<file path="src/rtl/arb_mux_n.sv">
// arb_mux_n: registered N:1 valid/ready arbiter-multiplexer.
// Picks one of NCH producers (round-robin or fixed priority) into one output register.
// Ports:
//   clk, rst        - clock (rising edge), asynchronous active-high reset
//   mode            - 0 round-robin, 1 fixed priority (lowest index wins)
//   in_data         - packed channel data, channel i at [i*WIDTH +: WIDTH]
//   in_valid        - per-channel valid
//   in_ready        - per-channel ready (one-hot or zero)
//   out_data        - registered selected data
//   out_valid       - registered output valid
//   out_ready       - downstream ready
//   out_chan        - registered index of the producing channel
//   stall_cnt       - saturating stall counter (only with ARB_MUX_STALL_CNT_EN)
// Optional macro: ARB_MUX_STALL_CNT_EN adds the 16-bit stall_cnt output.

module arb_mux_n #(
    parameter int WIDTH = 32,
    parameter int NCH   = 4,
    parameter int SELW  = 2
) (
    input  logic                 clk,
    input  logic                 rst,
    input  logic                 mode,
    input  logic [NCH*WIDTH-1:0] in_data,
    input  logic [NCH-1:0]       in_valid,
    output logic [NCH-1:0]       in_ready,
    output logic [WIDTH-1:0]     out_data,
    output logic                 out_valid,
    input  logic                 out_ready,
    output logic [SELW-1:0]      out_chan
`ifdef ARB_MUX_STALL_CNT_EN
    ,
    output logic [15:0]          stall_cnt
`endif
);

    logic [WIDTH-1:0] ch_data [NCH];

    logic             out_valid_q, out_valid_d;
    logic [WIDTH-1:0] out_data_q,  out_data_d;
    logic [SELW-1:0]  out_chan_q,  out_chan_d;
    logic [SELW-1:0]  rr_ptr_q,    rr_ptr_d;

    logic             gnt_vld;
    logic [SELW-1:0]  gnt_idx;
    logic [SELW-1:0]  rr_nxt;
    logic             load_en;
    logic             xfer;

    always_comb begin
        for (int i = 0; i < NCH; i++) begin
            ch_data[i] = in_data[i*WIDTH +: WIDTH];
        end
    end

    // Scan from the far end down so the nearest candidate is written last.
    always_comb begin
        int j;
        j       = 0;
        gnt_vld = 1'b0;
        gnt_idx = '0;
        if (mode) begin
            for (int i = NCH - 1; i >= 0; i--) begin
                if (in_valid[i]) begin
                    gnt_vld = 1'b1;
                    gnt_idx = SELW'(i);
                end
            end
        end else begin
            for (int k = NCH - 1; k >= 0; k--) begin
                j = int'(rr_ptr_q) + k;
                if (j >= NCH) begin
                    j = j - NCH;
                end
                if (in_valid[SELW'(j)]) begin
                    gnt_vld = 1'b1;
                    gnt_idx = SELW'(j);
                end
            end
        end
    end

    assign load_en = ~out_valid_q | out_ready;
    assign xfer    = gnt_vld & load_en;

    assign rr_nxt = (int'(gnt_idx) == NCH - 1) ? '0
                  : gnt_idx + SELW'(1);

    // Held low during reset even though the cleared output looks empty.
    always_comb begin
        in_ready = '0;
        if (!rst && xfer) begin
            in_ready[gnt_idx] = 1'b1;
        end
    end

    always_comb begin
        out_valid_d = out_valid_q;
        out_data_d  = out_data_q;
        out_chan_d  = out_chan_q;
        rr_ptr_d    = rr_ptr_q;
        if (xfer) begin
            out_valid_d = 1'b1;
            out_data_d  = ch_data[gnt_idx];
            out_chan_d  = gnt_idx;
            if (!mode) begin
                rr_ptr_d = rr_nxt;
            end
        end else if (out_valid_q && out_ready) begin
            out_valid_d = 1'b0;
        end
    end

    always_ff @(posedge clk or posedge rst) begin
        if (rst) begin
            out_valid_q <= 1'b0;
            out_data_q  <= '0;
            out_chan_q  <= '0;
            rr_ptr_q    <= '0;
        end else begin
            out_valid_q <= out_valid_d;
            out_data_q  <= out_data_d;
            out_chan_q  <= out_chan_d;
            rr_ptr_q    <= rr_ptr_d;
        end
    end

    assign out_valid = out_valid_q;
    assign out_data  = out_data_q;
    assign out_chan  = out_chan_q;

`ifdef ARB_MUX_STALL_CNT_EN
    logic [15:0] stall_q, stall_d;

    always_comb begin
        stall_d = stall_q;
        if (out_valid_q && !out_ready && stall_q != 16'hFFFF) begin
            stall_d = stall_q + 16'd1;
        end
    end

    always_ff @(posedge clk or posedge rst) begin
        if (rst) begin
            stall_q <= '0;
        end else begin
            stall_q <= stall_d;
        end
    end

    assign stall_cnt = stall_q;
`endif

endmodule
</file>
<file path="config.mk">
export PLATFORM = sky130hd
export DESIGN_NAME = arb_mux_n
export DESIGN_NICKNAME = d
export VERILOG_FILES = /design/src/rtl/arb_mux_n.sv
export SDC_FILE = /design/constraint.sdc
export NUM_CORES = 1
export LEC_CHECK = 0
export CORE_MARGIN = 1
export CORE_UTILIZATION = 50
export DETAILED_ROUTE_END_ITERATION = 8
export DONT_BUFFER_PORTS = 1
export GPL_TIMING_DRIVEN = 0
export PLACE_DENSITY = 0.62
export SETUP_SLACK_MARGIN = 0.1
export SYNTH_ARGS = -nofsm -noshare
export SYNTH_HDL_FRONTEND = slang
export SYNTH_SLANG_ARGS = --single-unit
</file>
<file path="constraint.sdc">
create_clock -name clk -period 3.95 [get_ports clk]
set_clock_uncertainty 0.1 [all_clocks]
set_input_delay 0.395 -clock clk [delete_from_list [all_inputs] [get_ports clk]]
set_output_delay 0.395 -clock clk [all_outputs]
set_load 0.005 [all_outputs]
</file>
==> metrics.md <==
| Metric | Value |
|---|---|
| DP HPWL | `approximately 5200 um` |
| Multi-input gate area | `about 1500 um2` |
| HP Class | `in -> async` |
| Post-route DRC | `0` |
| Worst-Margin Slew | `approximately 0.86 ns` |
| CTS sink count | `37` |
| Async set-reset flop share out of synthesis | `100%` |
| Net Count, Synth | `between 300 and 400` |
| CTS clk-pin slew, worst paths | `0.08 ns` |
| Top-count cell post-synth | `mux2i_1` |
| Slew Limit Fails | `0` |
| Most common cell on crit path | `buf_6` |
| Total Nets Final | `between 300 and 400` |
| Final Hold Viols | `0` |
| CTS Buf Count | `5` |
| Largest net degree at the start of global routing | `39` |
| Ports | `175` |
| Worst setup EP type | `output port` |
| Vias in the first global route | `between 2000 and 2500` |
| Critical Path, Cell by Cell | `nor2b_1 > or3_1 > buf_4 > nand2_4 > inv_2 > buf_6 > buf_6 > ha_1 > and3_1` |
| Final setup viols | `0` |
| Number of synthesized flops with an enable pin | `0` |
| DR WL/cell | `around 21 um` |
| Yosys Warn Count | `0` |
| First-pass DRT Iterations | `4` |
| WS Path Type | `reg -> out` |
| Setup TNS | `0 ns` |
| Post-cts resize count | `0` |
| Leak Pwr | `approximately 1.1 nW` |
| WP buf/inv | `4` |
| Starting Density | `53.1%` |
| Die X | `approximately 74 um` |
| Layout filler cell count | `between 400 and 500` |
| Post-CTS Setup Inserts | `0` |
| Clk buf depth | `2` |
| Total track usage | `25.4%` |
| Critical Path AT | `2.26 ns` |
| Max Freq | `~360 MHz` |
| Antenna violations before repair | `0` |
| H-tree levels | `2` |
| Clk Latency, worst-skew pair | `roughly 0.30 ns` |
| Slowest library cell on the worst path | `dfrtp_1` |
| Cts hold-fix bufs | `0` |
| Top cells by count, synth | `39 x mux2i_1, 37 x dfrtp_1, 27 x nor2_1` |
| Power per Cell Area | `approximately 460 nW/um2` |
| Setup slack after layout | `roughly 1.2 ns` |
| Leading area contributor after synthesis | `dfrtp_1` |
| Tcrit/Tclk final | `a little over two thirds` |
| Min Tclk post-route | `2.76 ns` |
| Dpl ws | `around 1.5 ns` |
| Worst Path Required | `around 3.5 ns` |
| First-pass GRT wire length | `10400 um` |
| R2R Setup Slk | `1.65 ns` |
| Antenna Nets Post-Route | `0` |
| # diodes | `0` |
| Num rows | `25` |
| PortBufs | `0` |
| Vias | `2168` |
| Syn-to-layout area delta | `6.61%` |
| Die height | `~74 um` |
| Register area share after synthesis | `a little over a third` |
| CP top delay family | `simple AND/OR/NAND/NOR gates` |
| Area share of the largest cell type after synthesis | `around 36%` |
| CP max stage delay | `0.41 ns` |
| Cells after synthesis | `approximately 260` |
| Headroom to the max-slew limit | `a little over two fifths` |
| Hold Slack | `roughly 0.028 ns` |
| Outcome | `completed` |
| DR vias/cell | `6.57` |
| Max Cap Violations | `0` |
| Unrepaired setup endpoints after global routing | `false` |
| Syn avg cell area | `10.1 um2` |
| Storage cell area | `926 um2` |
| CTS tree | `built` |
| Layout cells sized above 1 | `17.1%` |
| Core Region | `4850 um2` |
| Mapped Area | `between 2000 and 3000 um2` |
| WL final | `6950 um` |
| DRT iter0 DRCs | `110` |
| FF+latch count, synth | `37` |
| Cell variety after synth | `31` |
| Clock root cell | `clkbuf_8` |
| Placer Congestion | `roughly 0.74` |
| Crit start category | `flip-flop` |
| Max FO, Critical Path | `10` |
| Synth area leaders | `dfrtp_1 36%, mux2i_1 15%, a2111oi_2 12%` |
| Die area | `about 5400 um2` |
| GR Overflow Total | `0` |
| Top FF cell, synth | `dfrtp_1` |
| Max VDD drop | `approximately 0.00022 V` |
[through the flow]
| step | util [%] | power (mW) | instances | instance area [um2] |
|---|---|---|---|---|
| after global placement | 54.8 | 1.01 | 322 | 2660 |
| after floorplan | - | 0.915 | 255 | 2570 |
| after CTS | 56.6 | 1.29 | 330 | 2740 |
| final | 56.6 | 1.28 | 330 | 2740 |
| after global routing | 56.6 | 1.36 | 330 | 2740 |
| after detailed placement | 54.8 | 1.02 | 322 | 2660 |
[cell type report]
| class | count | share of cell area, % |
|---|---|---|
| multi-input combinational | 191 | 54.5 |
| sequential | 37 | 33.7 |
| buffer | 23 | 4.97 |
| tap | 67 | 3.06 |
| clock buffer | 5 | 2.51 |
| clock inverter | 3 | 0.638 |
| inverter | 4 | 0.547 |
[cell usage in the layout, fill, tap and decap left out]
cell type and n:
o211ai_1 1, nand2_1 13, a2111oi_0 5, o221ai_1 7
nor3b_1 1, nand3_1 1, clkinv_2 2, a21o_1 3
o2111ai_1 2, o31ai_1 2, dfrtp_1 37, clkbuf_1 8
inv_2 2, or3_1 1, nor4_1 4, nand2b_1 4
buf_2 7, clkinvlp_4 1, buf_4 3, nor2_1 27
a31oi_1 1, a2111oi_2 20, nand2_4 1, and3_1 26
buf_6 4, buf_1 1, nor2b_1 3, o21ai_0 3
a21oi_1 1, mux2i_1 39, a211oi_1 25, inv_1 2
ha_1 1, clkbuf_8 5
[power breakdown]
group / switching, mW / internal (mW)
Clock: 0.148 / 0.122
Combinational: 0.247 / 0.194
Sequential: 0.0844 / 0.480
Total: 0.480 / 0.796
[kinds of logic after synthesis]
logic type               after synthesis  share of synthesized area, %
adder cells (fa/ha/maj)                1                         0.486
multiplexers                          39                          15.2
buffers and inverters                 27                          5.88
AND/OR/NAND/NOR                       81                          16.0
AO/OA/AOI/OAI                         70                          26.5
flip-flops                            37                          36.0
[registers in the layout, indices dropped and copies added (netlist names)]
| name | flops |
|---|---|
| out_chan | 2 |
| rr_ptr_q | 2 |
| out_data | 32 |
| out_valid | 1 |
[metal layers]
metal	track usage, %	share of wire (%)	routed length (um)
met4	9.62	1.7	118
met5	0	0	0
met1	32.4	42	2940
met2	40.9	48	3340
met3	6.86	7.9	547
[worst paths after layout]
kind	startpoint	endpoint	depth (start not counted)
max	rr_ptr_q[1]$_DFFE_PP0P_	in_ready[2]	9
min	rst	rr_ptr_q[1]$_DFFE_PP0P_	1
max reg2reg	rr_ptr_q[1]$_DFFE_PP0P_	rr_ptr_q[1]$_DFFE_PP0P_	9
min reg2reg	out_data[29]$_DFFE_PP0P_	out_data[29]$_DFFE_PP0P_	2
max in group asynchronous	rst	out_data[9]$_DFFE_PP0P_	1
min in group clk	mode	rr_ptr_q[1]$_DFFE_PP0P_	1
(Power assumes the default switching activity.)
